--- src/rtl/au_serial_if.sv ---
// Handshake/operand bundle for au_serial.
// Flag signals exist only when AU_SERIAL_FLAGS_EN is defined.
interface au_serial_if #(
    parameter int unsigned WIDTH = 16
);
    logic             i_valid;
    logic             o_ready;
    logic [WIDTH-1:0] i_a;
    logic [WIDTH-1:0] i_b;
    logic             i_cin;
    logic [1:0]       i_sel;
    logic             o_valid;
    logic             i_ready;
    logic [WIDTH-1:0] o_result;
    logic             o_cout;
`ifdef AU_SERIAL_FLAGS_EN
    logic             o_zero;
    logic             o_neg;
    logic             o_ovf;
`endif

    modport slave (
        input  i_valid, i_a, i_b, i_cin, i_sel, i_ready,
`ifdef AU_SERIAL_FLAGS_EN
        output o_zero, o_neg, o_ovf,
`endif
        output o_ready, o_valid, o_result, o_cout
    );

    modport master (
        output i_valid, i_a, i_b, i_cin, i_sel, i_ready,
`ifdef AU_SERIAL_FLAGS_EN
        input  o_zero, o_neg, o_ovf,
`endif
        input  o_ready, o_valid, o_result, o_cout
    );
endinterface

--- src/rtl/au_serial.sv ---
// Digit-serial adder: A + Bsel + cin over WIDTH/DIGIT cycles, LSB digit first.
// Optional zero/neg/ovf flags under AU_SERIAL_FLAGS_EN.
module au_serial #(
    parameter int unsigned WIDTH = 16,
    parameter int unsigned DIGIT = 4
) (
    input  logic        i_clk,
    input  logic        i_rst_n,
    au_serial_if.slave  bus
);
    localparam int unsigned N    = WIDTH / DIGIT;
    localparam int unsigned CntW = (N > 1) ? $clog2(N) : 1;

    typedef enum logic [1:0] {StIdle, StRun, StDone} state_e;

    state_e            state_q, state_d;
    logic [CntW-1:0]   cnt_q, cnt_d;
    logic              carry_q, carry_d;
    logic [WIDTH-1:0]  a_q, a_d, b_q, b_d, acc_q, acc_d;
    logic [WIDTH-1:0]  result_q, result_d;
    logic              cout_q, cout_d;
    logic [WIDTH-1:0]  bsel;
    logic [DIGIT:0]    sum;
    logic [WIDTH-1:0]  acc_next;
`ifdef AU_SERIAL_FLAGS_EN
    logic              a_msb_q, a_msb_d, b_msb_q, b_msb_d;
    logic              zero_q, zero_d, neg_q, neg_d, ovf_q, ovf_d;
`endif

    always_comb begin
        unique case (bus.i_sel)
            2'b00:   bsel = bus.i_b;
            2'b01:   bsel = ~bus.i_b;
            2'b10:   bsel = '0;
            default: bsel = '1;
        endcase
    end

    // Operands shift right one digit per cycle; the sum digit enters acc at the top.
    assign sum      = {1'b0, a_q[DIGIT-1:0]} + {1'b0, b_q[DIGIT-1:0]} + {{DIGIT{1'b0}}, carry_q};
    assign acc_next = (acc_q >> DIGIT) | (WIDTH'(sum[DIGIT-1:0]) << (WIDTH - DIGIT));

    always_comb begin
        state_d  = state_q;
        cnt_d    = cnt_q;
        carry_d  = carry_q;
        a_d      = a_q;
        b_d      = b_q;
        acc_d    = acc_q;
        result_d = result_q;
        cout_d   = cout_q;
`ifdef AU_SERIAL_FLAGS_EN
        a_msb_d  = a_msb_q;
        b_msb_d  = b_msb_q;
        zero_d   = zero_q;
        neg_d    = neg_q;
        ovf_d    = ovf_q;
`endif
        unique case (state_q)
            StIdle: begin
                if (bus.i_valid) begin
                    a_d     = bus.i_a;
                    b_d     = bsel;
                    carry_d = bus.i_cin;
                    cnt_d   = '0;
                    acc_d   = '0;
`ifdef AU_SERIAL_FLAGS_EN
                    a_msb_d = bus.i_a[WIDTH-1];
                    b_msb_d = bsel[WIDTH-1];
`endif
                    state_d = StRun;
                end
            end
            StRun: begin
                a_d     = a_q >> DIGIT;
                b_d     = b_q >> DIGIT;
                carry_d = sum[DIGIT];
                acc_d   = acc_next;
                cnt_d   = cnt_q + 1'b1;
                if (cnt_q == CntW'(N - 1)) begin
                    cnt_d    = '0;
                    result_d = acc_next;
                    cout_d   = sum[DIGIT];
`ifdef AU_SERIAL_FLAGS_EN
                    zero_d   = (acc_next == '0);
                    neg_d    = acc_next[WIDTH-1];
                    ovf_d    = (a_msb_q == b_msb_q) && (acc_next[WIDTH-1] != a_msb_q);
`endif
                    state_d  = StDone;
                end
            end
            default: begin
                if (bus.i_ready) state_d = StIdle;
            end
        endcase
    end

    always_ff @(posedge i_clk or negedge i_rst_n) begin
        if (!i_rst_n) begin
            state_q  <= StIdle;
            cnt_q    <= '0;
            carry_q  <= 1'b0;
            a_q      <= '0;
            b_q      <= '0;
            acc_q    <= '0;
            result_q <= '0;
            cout_q   <= 1'b0;
`ifdef AU_SERIAL_FLAGS_EN
            a_msb_q  <= 1'b0;
            b_msb_q  <= 1'b0;
            zero_q   <= 1'b0;
            neg_q    <= 1'b0;
            ovf_q    <= 1'b0;
`endif
        end else begin
            state_q  <= state_d;
            cnt_q    <= cnt_d;
            carry_q  <= carry_d;
            a_q      <= a_d;
            b_q      <= b_d;
            acc_q    <= acc_d;
            result_q <= result_d;
            cout_q   <= cout_d;
`ifdef AU_SERIAL_FLAGS_EN
            a_msb_q  <= a_msb_d;
            b_msb_q  <= b_msb_d;
            zero_q   <= zero_d;
            neg_q    <= neg_d;
            ovf_q    <= ovf_d;
`endif
        end
    end

    assign bus.o_ready  = (state_q == StIdle);
    assign bus.o_valid  = (state_q == StDone);
    assign bus.o_result = result_q;
    assign bus.o_cout   = cout_q;
`ifdef AU_SERIAL_FLAGS_EN
    assign bus.o_zero   = zero_q;
    assign bus.o_neg    = neg_q;
    assign bus.o_ovf    = ovf_q;
`endif
endmodule

--- src/flat_wrapper.sv ---
// flat-port wrapper written by rule: the top's interface ports become plain ports
module au_serial_flat 
#(
    parameter int unsigned WIDTH = 16,
    parameter int unsigned DIGIT = 4
)
  (i_clk, i_rst_n, bus_i_valid, bus_i_a, bus_i_b, bus_i_cin, bus_i_sel, bus_i_ready, bus_o_ready, bus_o_valid, bus_o_result, bus_o_cout);
  au_serial_if #(.WIDTH(WIDTH)) bus_i ();
  input  logic i_clk;
  input  logic i_rst_n;
  input wire logic [$bits(bus_i.i_valid)-1:0] bus_i_valid;
  input wire logic [$bits(bus_i.i_a)-1:0] bus_i_a;
  input wire logic [$bits(bus_i.i_b)-1:0] bus_i_b;
  input wire logic [$bits(bus_i.i_cin)-1:0] bus_i_cin;
  input wire logic [$bits(bus_i.i_sel)-1:0] bus_i_sel;
  input wire logic [$bits(bus_i.i_ready)-1:0] bus_i_ready;
  output wire logic [$bits(bus_i.o_ready)-1:0] bus_o_ready;
  output wire logic [$bits(bus_i.o_valid)-1:0] bus_o_valid;
  output wire logic [$bits(bus_i.o_result)-1:0] bus_o_result;
  output wire logic [$bits(bus_i.o_cout)-1:0] bus_o_cout;
  assign bus_i.i_valid = bus_i_valid;
  assign bus_i.i_a = bus_i_a;
  assign bus_i.i_b = bus_i_b;
  assign bus_i.i_cin = bus_i_cin;
  assign bus_i.i_sel = bus_i_sel;
  assign bus_i.i_ready = bus_i_ready;
  assign bus_o_ready = bus_i.o_ready;
  assign bus_o_valid = bus_i.o_valid;
  assign bus_o_result = bus_i.o_result;
  assign bus_o_cout = bus_i.o_cout;
  au_serial #(.WIDTH(WIDTH), .DIGIT(DIGIT)) u_core (.i_clk(i_clk), .i_rst_n(i_rst_n), .bus(bus_i));
endmodule
--- config.mk ---
export PLATFORM = sky130hd
export DESIGN_NAME = au_serial_flat
export DESIGN_NICKNAME = d
export VERILOG_FILES = /design/src/rtl/au_serial_if.sv /design/src/rtl/au_serial.sv /design/src/flat_wrapper.sv
export SDC_FILE = /design/constraint.sdc
export NUM_CORES = 1
export LEC_CHECK = 0
export ABC_AREA = 1
export BUFFER_PORTS_ARGS = -buffer_cell sky130_fd_sc_hd__buf_2
export CAP_MARGIN = 0
export CORE_MARGIN = 2
export CORE_UTILIZATION = 57
export CTS_BUF_LIST = sky130_fd_sc_hd__clkbuf_8
export DETAILED_ROUTE_END_ITERATION = 16
export GPL_TIMING_DRIVEN = 0
export PLACE_DENSITY = 0.8
export SLEW_MARGIN = 10
export SYNTH_ARGS = -nofsm -noshare
export SYNTH_HDL_FRONTEND = slang
export SYNTH_SLANG_ARGS = --single-unit
--- constraint.sdc ---
create_clock -name i_clk -period 2.37 [get_ports i_clk]
set_clock_uncertainty 0.2 [all_clocks]
set_input_delay 0.1185 -clock i_clk [delete_from_list [all_inputs] [get_ports i_clk]]
set_output_delay 0.1185 -clock i_clk [all_outputs]
set_load 0.03 [all_outputs]
==> results of run 1 <==
Yosys cell counts, types with 2 or more instances:
library cell  instances  share of area (%)
ha_1                  4                1.7
a21oi_1               2               0.34
fa_1                  2                1.4
nand2_1             112                 14
o21ai_1              14                2.4
nor2_1               16                2.0
nand2_4               2               0.76
buf_4                 3               0.76
xor2_1                4                1.2
nand3_1              15                2.5
buf_2                12                2.0
o211ai_1             13                3.3
o21ai_0              11                1.9
a22oi_1               8                2.0
inv_1                28                3.6
o22ai_1              10                2.1
dfrtp_1              66                 56
logic make-up after synthesis:
logic type / count (synthesis) / share of synthesized area [%]
and+or+nand+nor: 147 / 20.0
DFF: 66 / 55.8
AOI/OAI and AO/OA: 61 / 12.9
buffers and inverters: 46 / 6.81
adders and majority gates: 6 / 3.05
xor gates and xnor gates: 5 / 1.48
sequential cells by signal, indices dropped and copies added (netlist names):
register / cells
u_core.bus.o_result: 16
u_core.carry_q: 1
u_core.acc_q: 12
u_core.cnt_q: 2
u_core.b_q: 16
u_core.state_q: 2
u_core.a_q: 16
u_core.bus.o_cout: 1
final cells by class:
| type | count | area, µm² | area share, % |
|---|---|---|---|
| multi-input cells | 219 | 1100 | 28.3 |
| flip-flops and latches | 66 | 1650 | 42.4 |
| inverters | 30 | 115 | 2.95 |
| well taps | 70 | 87.6 | 2.25 |
| clock buffers | 10 | 138 | 3.53 |
| clock inverters | 6 | 81.3 | 2.09 |
| plain buffers | 16 | 86.3 | 2.22 |
| repair buffers | 91 | 633 | 16.2 |
stage by stage:
stage / power (mW) / utilization (%) / hold slack [ns]
6_report: 4.99 / 77.3 / 0.0178
3_5_place_dp: 3.94 / 66.0 / 0.0604
2_1_floorplan: 3.34 / - / -0.377
4_1_cts: 5.03 / 77.3 / 0.00381
5_1_grt: 5.38 / 77.3 / 0.0319
3_3_place_gp: 3.85 / 66.0 / 0.127
worst min-delay path, stage by stage:
cell and delay, ns:
buf_2 0.12, nand2_2 0.10, nor2_1 0.05, nand2_1 0.06
nand3_1 0.06
how the worst min path moves through the flow:
stage                 from  depth (start not counted)                endpoint  slack, ns
6_report       bus_i_valid                          5           u_core.b_q[2]       0.02
5_1_grt        bus_i_valid                          5           u_core.b_q[0]       0.03
4_1_cts        bus_i_valid                          5           u_core.b_q[2]      0.004
3_5_place_dp       i_rst_n                          1  u_core.bus.o_result[4]       0.06
3_3_place_gp   bus_i_a[15]                          3          u_core.a_q[15]       0.13
2_1_floorplan      i_rst_n                          0           u_core.a_q[0]      -0.38
power groups by stage:
stage                     clock network [mW]  registers, mW  logic [mW]
final                                   1.03           1.84        2.12
after CTS                               1.04           1.84        2.15
after global routing                    1.09           1.90        2.39
after global placement                     0           1.84        2.01
after floorplan                            0           2.06        1.28
after detailed placement                   0           1.85        2.09
per-layer routing:
metal,routed length [µm],vias up
li1,-,1282
met1,2880,1261
met2,3490,91
met3,348,14
met4,122,0
met5,0,-
what timing repair did:
action	CTS	global route
hold buffers	35	0
endpoints found under the setup margin	0	0
endpoints found under the hold margin	101	0
==> metrics.txt, run 1 <==
iteration count of the initial detailed-routing pass 4; pre-CTS setup slack 0.518 ns; critical path launch point u_core.b_q[0]; Leak 1.99 nW; CTS buffer count 9; setup slack after layout 0.522 ns; status finished, final reports clean; M2 GR Usage 44.9%; Post-CTS Resized 0; Post-synth EDFFs 0; Placeable Area 0.00504 mm²; fin area 0.00390 mm²; f_max 0.541 GHz; Yosys reg bits 66; fillers approximately 350; GR Util met1 32.1%; Sink Count 66; postcts setup bufs 0; DP HPWL around 4.4 mm; GRT Overall Usage 25.8%; HP Class in -> reg; Die Ht approximately 76 µm; setup TNS 0 ns; CP most frequent cell fa_1; Initial Utilization between 50% and 60%; Critical Path End u_core.acc_q[13]; clk_lat worst skew 0.33 ns; worst-margin pin slew between 0.8 and 0.9 ns; commonest non-fill, non-tap cell in the layout nand2_1; Net Switching 2.03 mW; CP max stage delay 0.46 ns; critical path's slowest cell fa_1; drt first-iter violations 164; peak supply drop 0.000638 V; IO Count 58; buffer and inverter count on the worst path 1; largest net degree at the start of global routing 67; P_int 2.96 mW; Most Crowded Layer GR met2; Max transition margin 46.4%; Clock Tree Root clkbuf_8; GP Congestion around 0.82; cells along the critical path fa_1, inv_1, fa_1, o22ai_1; yosys warns 0; max_cap viols 0; ys async rst share 100%; antenna cells 0; sequential power share between 30% and 40%; CTS tree done; CTS Buffer Depth 2; Post-Synthesis Cells 331; Logic pwr share between 40 and 50%; Reg-to-Reg End u_core.acc_q[13]; most frequent cells in the layout 112 x nand2_1, 67 x buf_2, 66 x dfrtp_1; Top FF cell, synth dfrtp_1; DRC 0; Clock Pin Slew Worst Setup and Hold Paths 0.07 ns; Reg2Reg Setup Slack ~0.52 ns; Crit path required time 2.42 ns; critical path depth 4; port buffer count 56; Cell Area, Synth 0.00296 mm²; critical path class reg -> reg; DR vias 2648; H-tree depth 3; die width 76.0 µm; Final setup viols 0; placed cell areas approximately 0.0033 mm²; CP endpoint kind register; syn_nets between 300 and 400; post-DR vias/cell 5.21; initial antenna violation count 0; Syn-to-layout area delta 31.8%; Worst EP arrival 1.90 ns; Mean Syn Cell Area just under 9 µm²; post-route antenna net violation count 0; pwr dens 1280 mW/mm²; Net Sw Frac 40.7%; met3 GRT Util 4.27%; family with the most delay on the worst path adder cells; Clock power frac about a fifth; average routed wire per standard cell 13.5 µm; post-route non-filler standard cell count 508; Setup crit start kind register; Synth cell types 26; sequential area share after synthesis a little under three fifths; layout cells sized above 1 between 20% and 30%; FF-to-FF path depth 4; vias in the first global route ~2600; row cnt 26; first-pass GRT wire length 11.9 mm; shortest period the worst path allows roughly 1.8 ns; unrepaired setup endpoints after global routing false; nets@finish 478; Hold Violations, Final 0; dpl cells 457; Final Slew Violations 0; fin crit share 78.0%; Congestion Overflow GR 0; crit path max fanout 2; RR Startpoint u_core.b_q[0]; DIE AREA 0.00578 mm²; WL final 6.84 mm
No activity file was read; power rests on OpenSTA's default activity.
==> inputs of run 2 (changes only) <==
- CORE_UTILIZATION: 57 -> 51
- PLACE_DENSITY: 0.8 -> 0.76
- clock period: 2.37 -> 1.51 ns (I/O delays scaled with it)
==> metrics.txt, run 2 (same netlist as run 1, synthesis figures left out) <==
Hold Violations, Final 0; antenna cells 0; WL final between 7 and 8 mm; drt first-iter violations 144; Max transition margin a little under half; f_max approximately 0.55 GHz; total power 8.21 mW; clk_lat worst skew 0.33 ns; cells along the critical path fa_2, inv_2, fa_2, o22ai_2; layout cells sized above 1 26.2%; IO Count 58; setup slack after layout -0.299 ns; CTS buffer count 9; RR Startpoint u_core.a_q[0]; HP Class in -> async; Congestion Overflow GR 0; Final Slew Violations 0; nets@finish slightly below 500; CP max stage delay 0.44 ns; CTS Buffer Depth 2; pwr dens approximately 2000 mW/mm²; hold slack about 0.18 ns; Clock Tree Root clkbuf_8; critical path class reg -> reg; fin crit share 120%; peak supply drop 0.000973 V; DP HPWL approximately 4.4 mm; DIE AREA 0.00642 mm²; commonest non-fill, non-tap cell in the layout nand2_1; Initial Utilization 53.4%; Sink Count 66; post-route antenna net violation count 0; shortest period the worst path allows 1.81 ns; family with the most delay on the worst path adder cells; worst-margin pin slew 0.817 ns; critical path's slowest cell fa_2; most frequent cells in the layout 111 x nand2_1, 65 x dfrtp_1, 61 x buf_2; CP most frequent cell fa_2; DR vias between 2000 and 3000; die width 80.2 µm; unrepaired setup endpoints after global routing true; post-DR vias/cell 5.09; Core Util, Final 73.5%; average routed wire per standard cell 14.3 µm; Clock Pin Slew Worst Setup and Hold Paths ~0.07 ns; GP Congestion around 0.80; Final setup viols 8; vias in the first global route 2605; crit path max fanout 2; status finished with violations; buffer and inverter count on the worst path 1; Reg-to-Reg End u_core.acc_q[13]; CP endpoint kind register; Crit path required time 1.56 ns; Reg2Reg Setup Slack -0.30 ns; DRC 0; port buffer count between 50 and 60; row cnt 27; FF-to-FF path depth 4; Placeable Area approximately 0.0055 mm²; iteration count of the initial detailed-routing pass 4; failing checks setup timing; critical path depth 4; initial antenna violation count 0; largest net degree at the start of global routing 67; Worst EP arrival 1.86 ns; Setup crit start kind register; Die Ht 80.2 µm; Syn-to-layout area delta 37.7%; max_cap viols 0; first-pass GRT wire length 11.8 mm; H-tree depth 3; GRT Overall Usage approximately a quarter; CTS tree done; Leak a little over 2 nW
-- run 2: cell types whose count changed in the layout (fill, tap and decap cells not counted), moves of 4 or more --
cell | previous run | this run
nand3_1 | 15 | 10
inv_1 | 29 | 25
buf_6 | 0 | 5
clkbuf_8 | 10 | 14
buf_2 | 67 | 61
buf_4 | 4 | 11
-- run 2: area by class of cell --
type / instances / area, µm²
Timing Repair Buffer: 100 / 708
Multi-Input combinational cell: 219 / 1180
Inverter: 30 / 118
Sequential cell: 66 / 1650
Tap cell: 72 / 90.1
Clock buffer: 14 / 193
Fill cell: 398 / 1470
Buffer: 16 / 121
Clock inverter: 2 / 8.76
-- run 2: per-stage QoR --
step	setup WS (ns)	area, µm²	instances	setup TNS, ns
5_1_grt	-0.331	4070	519	-2.79
3_3_place_gp	-0.231	3340	459	-6.89
3_5_place_dp	-0.284	3340	459	-2.60
4_1_cts	-0.250	3960	515	-1.28
6_report	-0.299	4070	519	-1.68
2_1_floorplan	-0.150	2970	331	-0.390
-- run 2: worst max path at each step --
| stage | start | end | slack (ns) |
|---|---|---|---|
| global placement | u_core.b_q[0] | u_core.acc_q[13] | -0.23 |
| finish | u_core.a_q[0] | u_core.acc_q[13] | -0.30 |
| CTS | u_core.carry_q | u_core.acc_q[13] | -0.25 |
| floorplan | u_core.b_q[0] | u_core.acc_q[13] | -0.15 |
| global route | u_core.a_q[0] | u_core.acc_q[13] | -0.33 |
| detailed placement | u_core.b_q[0] | u_core.acc_q[13] | -0.28 |
-- run 2: report_power, final --
| part | switching (mW) | internal, mW |
|---|---|---|
| sequential | 0.390 | 2.51 |
| combinational | 2.40 | 1.46 |
| clock | 0.635 | 0.813 |
-- run 2: what timing repair did --
item | CTS | global route
pin swaps | 4 | 10
endpoints found under the setup margin | 31 | 54
gates resized for setup | 8 | 29
buffers inserted | 2 | 4
endpoints found under the hold margin | 102 | 0
hold buffers | 38 | 0
-- run 2: per-layer routing --
metal | vias to the layer above | part of all wire, % | global-route usage (%)
met5 | - | 0 | 0
met4 | 0 | 1.9 | 10.0
met3 | 13 | 4.9 | 4.38
met2 | 86 | 52 | 41.8
met1 | 1245 | 42 | 30.2
li1 | 1298 | - | -
==> inputs of run 3 (changes only) <==
- CELL_PAD_IN_SITES_DETAIL_PLACEMENT: default -> 1
- CELL_PAD_IN_SITES_GLOBAL_PLACEMENT: default -> 2
- CORE_UTILIZATION: 51 -> 31
==> metrics.txt, run 3 (same netlist as run 1, synthesis figures left out) <==
largest net degree at the start of global routing 38; post-route antenna net violation count 0; first-pass GRT wire length 13.5 mm; crit path max fanout 2; commonest non-fill, non-tap cell in the layout nand2_1; die width 102 µm; CP endpoint kind register; Hold Violations, Final 26; Setup crit start kind register; Initial Utilization 32.0%; DP HPWL between 5 and 6 mm; GRT Overall Usage between 10% and 20%; layout cells sized above 1 around 28%; iteration count of the initial detailed-routing pass 4; Syn-to-layout area delta 45.6%; max_cap viols 0; setup TNS -1.21 ns; critical path class reg -> reg; most frequent cells in the layout 111 x nand2_1, 64 x dfrtp_1, 55 x buf_2; hold slack -0.0146 ns; DR vias ~2700; CTS tree done; worst-margin pin slew approximately 0.37 ns; antenna cells 0; Crit path required time ~1.6 ns; fin crit share 117%; Placeable Area 0.00924 mm²; critical path launch point u_core.carry_q; status finished with violations; Leak 2.11 nW; pwr dens a little over 2000 mW/mm²; DRC 0; f_max 0.566 GHz; Worst EP arrival 1.84 ns; nets@finish a little under 500; post-DR vias/cell 4.61; Core Util, Final between 40% and 50%; IO Count 58; clk_lat worst skew 0.34 ns; port buffer count 56; Reg-to-Reg End u_core.acc_q[13]; setup slack after layout -0.256 ns; row cnt 35; drt first-iter violations 62; Clock Pin Slew Worst Setup and Hold Paths ~0.08 ns; HP Class in -> async; Die Ht 102 µm; pre-CTS setup slack -0.270 ns; Congestion Overflow GR 0; RR Startpoint u_core.carry_q; cells along the critical path fa_2, inv_2, fa_2, o22ai_2; post-route non-filler standard cell count between 500 and 600; CTS Buffer Depth 2; shortest period the worst path allows 1.77 ns; Sink Count between 60 and 70; Reg2Reg Setup Slack -0.26 ns; Final setup viols 9; average routed wire per standard cell 14.4 µm; CP max stage delay 0.45 ns; failing checks hold timing, setup timing; critical path's slowest cell fa_2; vias in the first global route 2733; Clock Tree Root clkbuf_8; dpl cells 517; WL final 8.35 mm; DIE AREA 0.0103 mm²; peak supply drop 0.000575 V; initial antenna violation count 0; H-tree depth 3; CTS buffer count 9; Final Slew Violations 0; unrepaired setup endpoints after global routing true; FF-to-FF path depth 4; Max transition margin 75.2%; CP most frequent cell fa_2; GP Congestion 0.701
==> run 3: cell types whose count changed in the layout (fill, tap and decap cells not counted), sizes merged <==
| cell | before | now |
|---|---|---|
| clkinv | 1 | 6 |
| clkbuf | 15 | 12 |
| inv | 31 | 29 |
| buf | 77 | 78 |
| bufinv | 0 | 1 |
| dlygate4sd3 | 38 | 39 |
==> run 3: power breakdown <==
part / leakage (nW) / switching, mW / total [mW] / internal [mW]
clock network: 0.106 / 0.731 / 1.54 / 0.810
logic: 1.15 / 2.52 / 4.26 / 1.74
registers: 0.855 / 0.452 / 2.96 / 2.51
==> run 3: worst max path at each step <==
stage	cells after the start	to	slack [ns]
after floorplan	4	u_core.acc_q[13]	-0.15
after global placement	4	u_core.acc_q[13]	-0.24
after detailed placement	4	u_core.acc_q[13]	-0.27
after global routing	4	u_core.acc_q[13]	-0.30
final	4	u_core.acc_q[13]	-0.26
after CTS	4	u_core.acc_q[13]	-0.26
==> run 3: area by class of cell <==
| cell class | count | area, µm² |
|---|---|---|
| Tap cell | 129 | 161 |
| Inverter | 30 | 130 |
| Timing Repair Buffer | 103 | 782 |
| Buffer | 16 | 150 |
| Fill cell | 1095 | 4930 |
| Sequential cell | 66 | 1650 |
| Multi-Input combinational cell | 219 | 1230 |
| Clock buffer | 10 | 138 |
| Clock inverter | 6 | 66.3 |
==> run 3: worst max-delay path, delay by kind of cell, from the launching register on <==
family                     cells  cell delay [ns]
adders and majority gates      2             0.86
buffers and inverters          1             0.08
DFF                            1             0.41
AOI/OAI and AO/OA              1             0.15
==> run 3: metal layers <==
layer  vias up  global-route usage [%]  routed length (µm)
met3        10                    3.17                 225
met1      1301                    22.1                3930
met4         0                    5.93                 126
li1       1309                       -                   -
met2        48                    28.7                4060
met5         -                       0                   0
==> run 3: stage by stage <==
step | hold WS (ns) | power, mW | cell area [µm²]
after floorplan | -0.420 | 5.28 | 2970
after global placement | 0.0815 | 6.25 | 3410
after detailed placement | -0.161 | 6.38 | 3430
after CTS | -0.0152 | 8.14 | 4050
after global routing | 0.00182 | 9.43 | 4310
final | -0.0146 | 8.76 | 4310
==> run 3: timing repair <==
| action | CTS | global route |
|---|---|---|
| gates resized for setup | 11 | 58 |
| hold endpoints to repair | 101 | 0 |
| cloned | 0 | 1 |
| hold buffers | 39 | 0 |
| setup buffers | 0 | 6 |
| pin swaps | 3 | 10 |
| endpoints found under the setup margin | 48 | 53 |
